**src/rtl/alu_seq.sv**
```systemverilog
// Registered ALU with start/busy/done handshake, radix-2 shift-add multiplier
// returning the full double-width product, and overflow/illegal-opcode flags.
module alu_seq #(
  parameter int WIDTH = 32
) (
  input  logic             clk,
  input  logic             rst,
  input  logic             start,
  input  logic [WIDTH-1:0] A,
  input  logic [WIDTH-1:0] B,
  input  logic [5:0]       alu_cs,
  output logic             busy,
  output logic             done,
  output logic [WIDTH-1:0] result,
  output logic [WIDTH-1:0] result_hi,
  output logic             ZERO,
  output logic             OVF,
  output logic             ILLEGAL
);

  localparam int CNT_W = $clog2(WIDTH) + 1;

  localparam logic [5:0] OP_AND = 6'b100100;
  localparam logic [5:0] OP_OR  = 6'b100101;
  localparam logic [5:0] OP_ADD = 6'b100000;
  localparam logic [5:0] OP_SUB = 6'b100010;
  localparam logic [5:0] OP_MUL = 6'b011000;
  localparam logic [5:0] OP_SLT = 6'b101010;

  typedef enum logic [1:0] {S_IDLE, S_MUL, S_DONE} state_t;

  state_t             state;
  logic [CNT_W-1:0]   cnt;
  logic [WIDTH-1:0]   mcand;
  logic [WIDTH-1:0]   prod_hi;
  logic [WIDTH-1:0]   prod_lo;

  logic signed [WIDTH-1:0] a_s, b_s, sum_s, diff_s;
  logic [WIDTH-1:0]        alu_res;
  logic                    alu_ovf, alu_ill;

  logic [WIDTH:0]   acc;
  logic [WIDTH-1:0] addend, hi_nxt, lo_nxt;

  function automatic logic add_ovf(input logic sa, input logic sb, input logic sr);
    return (sa == sb) && (sr != sa);
  endfunction

  function automatic logic sub_ovf(input logic sa, input logic sb, input logic sr);
    return (sa != sb) && (sr != sa);
  endfunction

  assign a_s    = A;
  assign b_s    = B;
  assign sum_s  = a_s + b_s;
  assign diff_s = a_s - b_s;

  always_comb begin
    alu_res = '0;
    alu_ovf = 1'b0;
    alu_ill = 1'b0;
    case (alu_cs)
      OP_AND: alu_res = A & B;
      OP_OR:  alu_res = A | B;
      OP_ADD: begin
        alu_res = sum_s;
        alu_ovf = add_ovf(a_s[WIDTH-1], b_s[WIDTH-1], sum_s[WIDTH-1]);
      end
      OP_SUB: begin
        alu_res = diff_s;
        alu_ovf = sub_ovf(a_s[WIDTH-1], b_s[WIDTH-1], diff_s[WIDTH-1]);
      end
      OP_SLT: alu_res = {{(WIDTH-1){1'b0}}, (a_s < b_s)};
      OP_MUL: alu_res = '0;
      default: alu_ill = 1'b1;
    endcase
  end

  // {prod_hi, prod_lo} shifts right one bit per cycle; the multiplier drains out
  // of prod_lo while product bits fill in from the top. acc keeps the carry.
  assign addend = prod_lo[0] ? mcand : '0;
  assign acc    = {1'b0, prod_hi} + {1'b0, addend};
  assign hi_nxt = acc[WIDTH:1];
  assign lo_nxt = {acc[0], prod_lo[WIDTH-1:1]};

  always_ff @(posedge clk or posedge rst) begin
    if (rst) begin
      state     <= S_IDLE;
      cnt       <= '0;
      mcand     <= '0;
      prod_hi   <= '0;
      prod_lo   <= '0;
      busy      <= 1'b0;
      done      <= 1'b0;
      result    <= '0;
      result_hi <= '0;
      ZERO      <= 1'b1;
      OVF       <= 1'b0;
      ILLEGAL   <= 1'b0;
    end else begin
      case (state)
        S_IDLE: begin
          if (start) begin
            busy <= 1'b1;
            if (alu_cs == OP_MUL) begin
              mcand   <= A;
              prod_lo <= B;
              prod_hi <= '0;
              cnt     <= '0;
              state   <= S_MUL;
            end else begin
              result    <= alu_res;
              result_hi <= '0;
              ZERO      <= (alu_res == '0);
              OVF       <= alu_ovf;
              ILLEGAL   <= alu_ill;
              done      <= 1'b1;
              state     <= S_DONE;
            end
          end
        end
        S_MUL: begin
          prod_hi <= hi_nxt;
          prod_lo <= lo_nxt;
          cnt     <= cnt + 1'b1;
          if (cnt == CNT_W'(WIDTH - 1)) begin
            result    <= lo_nxt;
            result_hi <= hi_nxt;
            ZERO      <= (lo_nxt == '0);
            OVF       <= 1'b0;
            ILLEGAL   <= 1'b0;
            done      <= 1'b1;
            state     <= S_DONE;
          end
        end
        S_DONE: begin
          done  <= 1'b0;
          busy  <= 1'b0;
          state <= S_IDLE;
        end
        default: begin
          done  <= 1'b0;
          busy  <= 1'b0;
          state <= S_IDLE;
        end
      endcase
    end
  end

endmodule

```
**config.mk**
```make
export PLATFORM = sky130hd
export DESIGN_NAME = alu_seq
export DESIGN_NICKNAME = d
export VERILOG_FILES = /design/src/rtl/alu_seq.sv
export SDC_FILE = /design/constraint.sdc
export NUM_CORES = 1
export LEC_CHECK = 0
export ABC_AREA = 1
export CAP_MARGIN = 20
export CORE_AREA = 2 2 266 241
export CTS_CLUSTER_SIZE = 25
export DETAILED_ROUTE_END_ITERATION = 8
export DIE_AREA = 0 0 268 243
export SLEW_MARGIN = 20
export SYNTH_ARGS = -nofsm -noshare
export SYNTH_HDL_FRONTEND = slang
export SYNTH_SLANG_ARGS = --single-unit
```
**constraint.sdc**
```tcl
create_clock -name clk -period 5.46 [get_ports clk]
set_input_delay 1.092 -clock clk [delete_from_list [all_inputs] [get_ports clk]]
set_output_delay 1.092 -clock clk [all_outputs]
set_load 0.005 [all_outputs]
```
==> summary.txt <==
Layout
  – Most frequent cells in the layout: 759 x sky130_fd_sc_hd__nand2_1, 403 x sky130_fd_sc_hd__inv_1, 189 x sky130_fd_sc_hd__nor2_1
  – Most frequent standard cell in the layout excluding fill and tap cells: sky130_fd_sc_hd__nand2_1
  – Number of non-filler instances in the completed layout: between 3k and 4k
  – Final net count: 2704
  – Layout cell share with drive strength beyond 1: under 10%
  – Synthesis-to-finish area growth: 17.3%
  – Filler cells: 6898

Synthesis
  – Post-synthesis cell area: around 15000 sq um
  – Flop and latch count out of synthesis: approximately 170
  – Sequential area share after synthesis: 28.0%
  – Syn nets: 2617
  – Number of enable-type register cells in the synthesized netlist: 0
  – Ys Warns: 0
  – Synth Area per Inst: 6.42 sq um
  – Async set-or-reset flop fraction in the synthesized netlist: 100%
  – Most used flip-flop cell after synthesis: sky130_fd_sc_hd__dfrtp_1
  – Number of different library cells in the post-synthesis netlist: 53
  – Count of mapped cells out of synthesis: 2409

Drt
  – Average vias per placed instance: between 4 and 5
  – DRC violation total after the first TritonRoute iteration: 1485
  – Number of design rule violations left after detail routing: 0
  – Final ANT Viol Nets: 0
  – Total iterations of the first detailed-routing run: 6
  – Average wire per standard cell: 16.7 um
  – Vias: around 16k
  – Final WL: between 50000 and 60000 um

Clock network
  – Worst-case clock buffer depth: 2
  – Number of CTS-inserted buffers: 17
  – Number of hold-repair buffers added at the cts stage: 0
  – Clock latency on the worst-skew pair: about 440 ps
  – Number of buffers inserted to repair setup after CTS: 0
  – CTS tree: done
  – Sink count of the clock tree: approximately 170
  – Clock Pin Slew Worst Setup and Hold Paths: 70 ps
  – Clock Tree Root: sky130_fd_sc_hd__clkbuf_16
  – Number of H-tree levels: 4
  – Cts repair resizes: 0

Timing
  – Clock tree skew after final layout: approximately 15 ps
  – Hold Vio Cnt, Final: 0
  – Setup repair after global routing missed its margin: no
  – Worst-case setup margin in the final layout: 1180 ps
  – Final setup viols: 0
  – Final min period: 4280 ps
  – Slew margin rel.: 24.2%
  – Highest Clock Rate: 233 MHz
  – Final max-slew violation count: 0
  – Sum of negative setup slack: 0 ps
  – Worst slack on hold paths: just under 500 ps
  – Final clock period utilization by the worst path: 78.5%
  – Least-Margin Pin Slew: 1130 ps

Setup path
  – Critical path endpoint: mcand[4]$_DFFE_PP0P_
  – Worst path slowest cell: sky130_fd_sc_hd__clkinv_2
  – Cells along the critical path: clkdlybuf4s50_1, nor2_1, inv_2, nor4_2, inv_1, nor2_1, clkinv_2, buf_4, nand2_1, o21ai_0
  – Data required time of the worst path: 5760 ps
  – R2r endpoint: result_hi[22]$_DFFE_PP0P_
  – Highest net fanout along the worst path: between 60 and 70
  – Worst endpoint data arrival time: about 4600 ps
  – Crit Path Category: in -> reg
  – Worst stage delay on the critical path: ~800 ps
  – Setup slack of the worst register-to-register path: 2130 ps
  – Critical Path End Type: register
  – Most common cell on crit path: sky130_fd_sc_hd__nor2_1
  – Critical R2R Launch: prod_lo[0]$_DFFE_PP0P_
  – Number of cells on the worst reg-to-reg path: 16
  – CP Launch Point: alu_cs[1]
  – Nature of the critical path startpoint: input port

Job
  – Max-cap check violation count: 0

Die
  – Area of the die: 65100 sq um
  – Site Rows: 87
  – Top Ports: 142
  – Area of the core: 62400 sq um
  – Die Span Y: ~240 um
  – Initial standard-cell utilization of the core: 24.8%
  – Die X-Extent: 268 um

Pwr
  – Leakage power summed over all cells: around 9.5 nW
  – Worst IR drop on VDD: ~0.27 mV
  – Ratio of total power to cell area: 356 nW/um^2
  – Post-layout total power: 6.46 mW

Worst hold path
  – Worst min-delay path category: reg -> reg

Global route
  – Final global-route overflow total: 0
  – Via count of the first global-routing pass: 14.8k
  – Global-route wire length before repair: 86600 um
  – Number of antenna violations at the first check in global routing: 3
  – Pin count of the biggest net entering global routing: 96
  – Total routing resource utilization after global routing: around 17%

Place
  – Estimated wirelength of the detail-placed design: 45900 um
  – Setup Slack @ Placement: 1020 ps
  – IO Port Bufs: 141
  – Placer Congestion: between 0.9 and 1
  – Number of placed instances, taps included: 3322

Run status
  – Result of the run: finished clean
registers in the layout (all words and copies together) (netlist names):
name,flops
ILLEGAL,1
OVF,1
ZERO,1
busy,1
cnt,6
done,1
mcand,32
prod_hi,32
prod_lo,32
result,32
result_hi,32
state,2
worst min-delay path by stage:
stage                                endpoint  cells after the start  slack [ps]                 startpoint
finish              result_hi[28]$_DFFE_PP0P_                      2         480  result_hi[28]$_DFFE_PP0P_
global route        result_hi[16]$_DFFE_PP0P_                      2         500  result_hi[16]$_DFFE_PP0P_
CTS                    prod_hi[3]$_DFFE_PP0P_                      2         490     prod_hi[3]$_DFFE_PP0P_
detailed placement     prod_hi[0]$_DFFE_PP0P_                      2         470     prod_hi[0]$_DFFE_PP0P_
global placement    result_hi[14]$_DFFE_PP0P_                      2         470  result_hi[14]$_DFFE_PP0P_
floorplan              prod_hi[0]$_DFFE_PP0P_                      2         450     prod_hi[0]$_DFFE_PP0P_
critical path, delay by kind of cell:
family,cells,cell delay [ps]
AOI/OAI and AO/OA,1,130
buffers and inverters,5,2000
and+or+nand+nor,4,1310
power by group:
part           switching, mW  internal [mW]
clock network          0.541          0.705
registers              0.456           1.82
logic                   1.75           1.19
total                   2.74           3.72
layer usage:
layer	track usage [%]	part of all wire, %	vias to the layer above
met5	0	0	-
met4	5.49	2.6	0
met3	2.49	7.2	68
met2	26.9	44	554
met1	24.5	47	7197
li1	-	-	7816
kinds of logic (layout without fill, tap and decap cells):
| logic type | Yosys count | in the layout | synth area share, % |
|---|---|---|---|
| AOI/OAI and AO/OA | 362 | 362 | 13.7 |
| other | 0 | 1 | 0 |
| adders and majority gates | 135 | 135 | 11.1 |
| xor gates and xnor gates | 5 | 5 | 0.283 |
| DFF | 173 | 173 | 28.0 |
| buffers and inverters | 503 | 602 | 13.4 |
| and+or+nand+nor | 1231 | 1231 | 33.5 |
cell usage after synthesis (3+ instances only):
cell type,instances,area share [%]
sky130_fd_sc_hd__a31oi_1,33,1.3
sky130_fd_sc_hd__o21ai_1,9,0.29
sky130_fd_sc_hd__o211ai_1,21,1.0
sky130_fd_sc_hd__nand3b_1,13,0.63
sky130_fd_sc_hd__xor2_1,5,0.28
sky130_fd_sc_hd__a21o_1,5,0.24
sky130_fd_sc_hd__a21oi_2,6,0.34
sky130_fd_sc_hd__dfrtp_1,172,28
sky130_fd_sc_hd__buf_4,14,0.68
sky130_fd_sc_hd__nor2_4,3,0.22
sky130_fd_sc_hd__buf_2,25,0.81
sky130_fd_sc_hd__nand4_1,22,0.89
sky130_fd_sc_hd__fa_1,3,0.39
sky130_fd_sc_hd__o221ai_1,19,1.1
sky130_fd_sc_hd__buf_6,14,1.0
sky130_fd_sc_hd__o21bai_1,9,0.44
sky130_fd_sc_hd__inv_2,16,0.39
sky130_fd_sc_hd__nor3_1,13,0.42
sky130_fd_sc_hd__inv_1,405,9.8
sky130_fd_sc_hd__nand3_1,162,5.2
sky130_fd_sc_hd__o21ai_0,128,4.1
sky130_fd_sc_hd__nor2_2,19,0.77
sky130_fd_sc_hd__ha_1,132,11
sky130_fd_sc_hd__nand3_2,3,0.19
sky130_fd_sc_hd__nor4_1,6,0.24
sky130_fd_sc_hd__nor2_1,190,4.6
sky130_fd_sc_hd__clkbuf_1,25,0.61
sky130_fd_sc_hd__and3_1,3,0.12
sky130_fd_sc_hd__nor3_2,5,0.32
sky130_fd_sc_hd__a21oi_1,94,3.0
sky130_fd_sc_hd__or2_2,8,0.32
sky130_fd_sc_hd__nand2_1,760,18
sky130_fd_sc_hd__o21a_1,5,0.24
sky130_fd_sc_hd__o22ai_1,22,0.89
sky130_fd_sc_hd__nand2_2,17,0.69
metrics by stage:
| step | area, sq um | utilization, % |
|---|---|---|
| after CTS | 18100 | 29.1 |
| after global routing | 18100 | 29.1 |
| after detailed placement | 17500 | 28.1 |
| after global placement | 17500 | 28.1 |
| final | 18100 | 29.1 |
| after floorplan | 15500 | - |
cell type report:
class,count,area [sq um],share of cell area (%)
tap,845,1060,5.83
multi-input combinational,1733,9070,50.0
clock buffer,21,460,2.54
antenna,1,2.50,0.0138
timing repair buffer,149,1500,8.25
inverter,422,1590,8.76
clock inverter,10,129,0.711
sequential,173,4330,23.9
(Power assumes the default switching activity.)
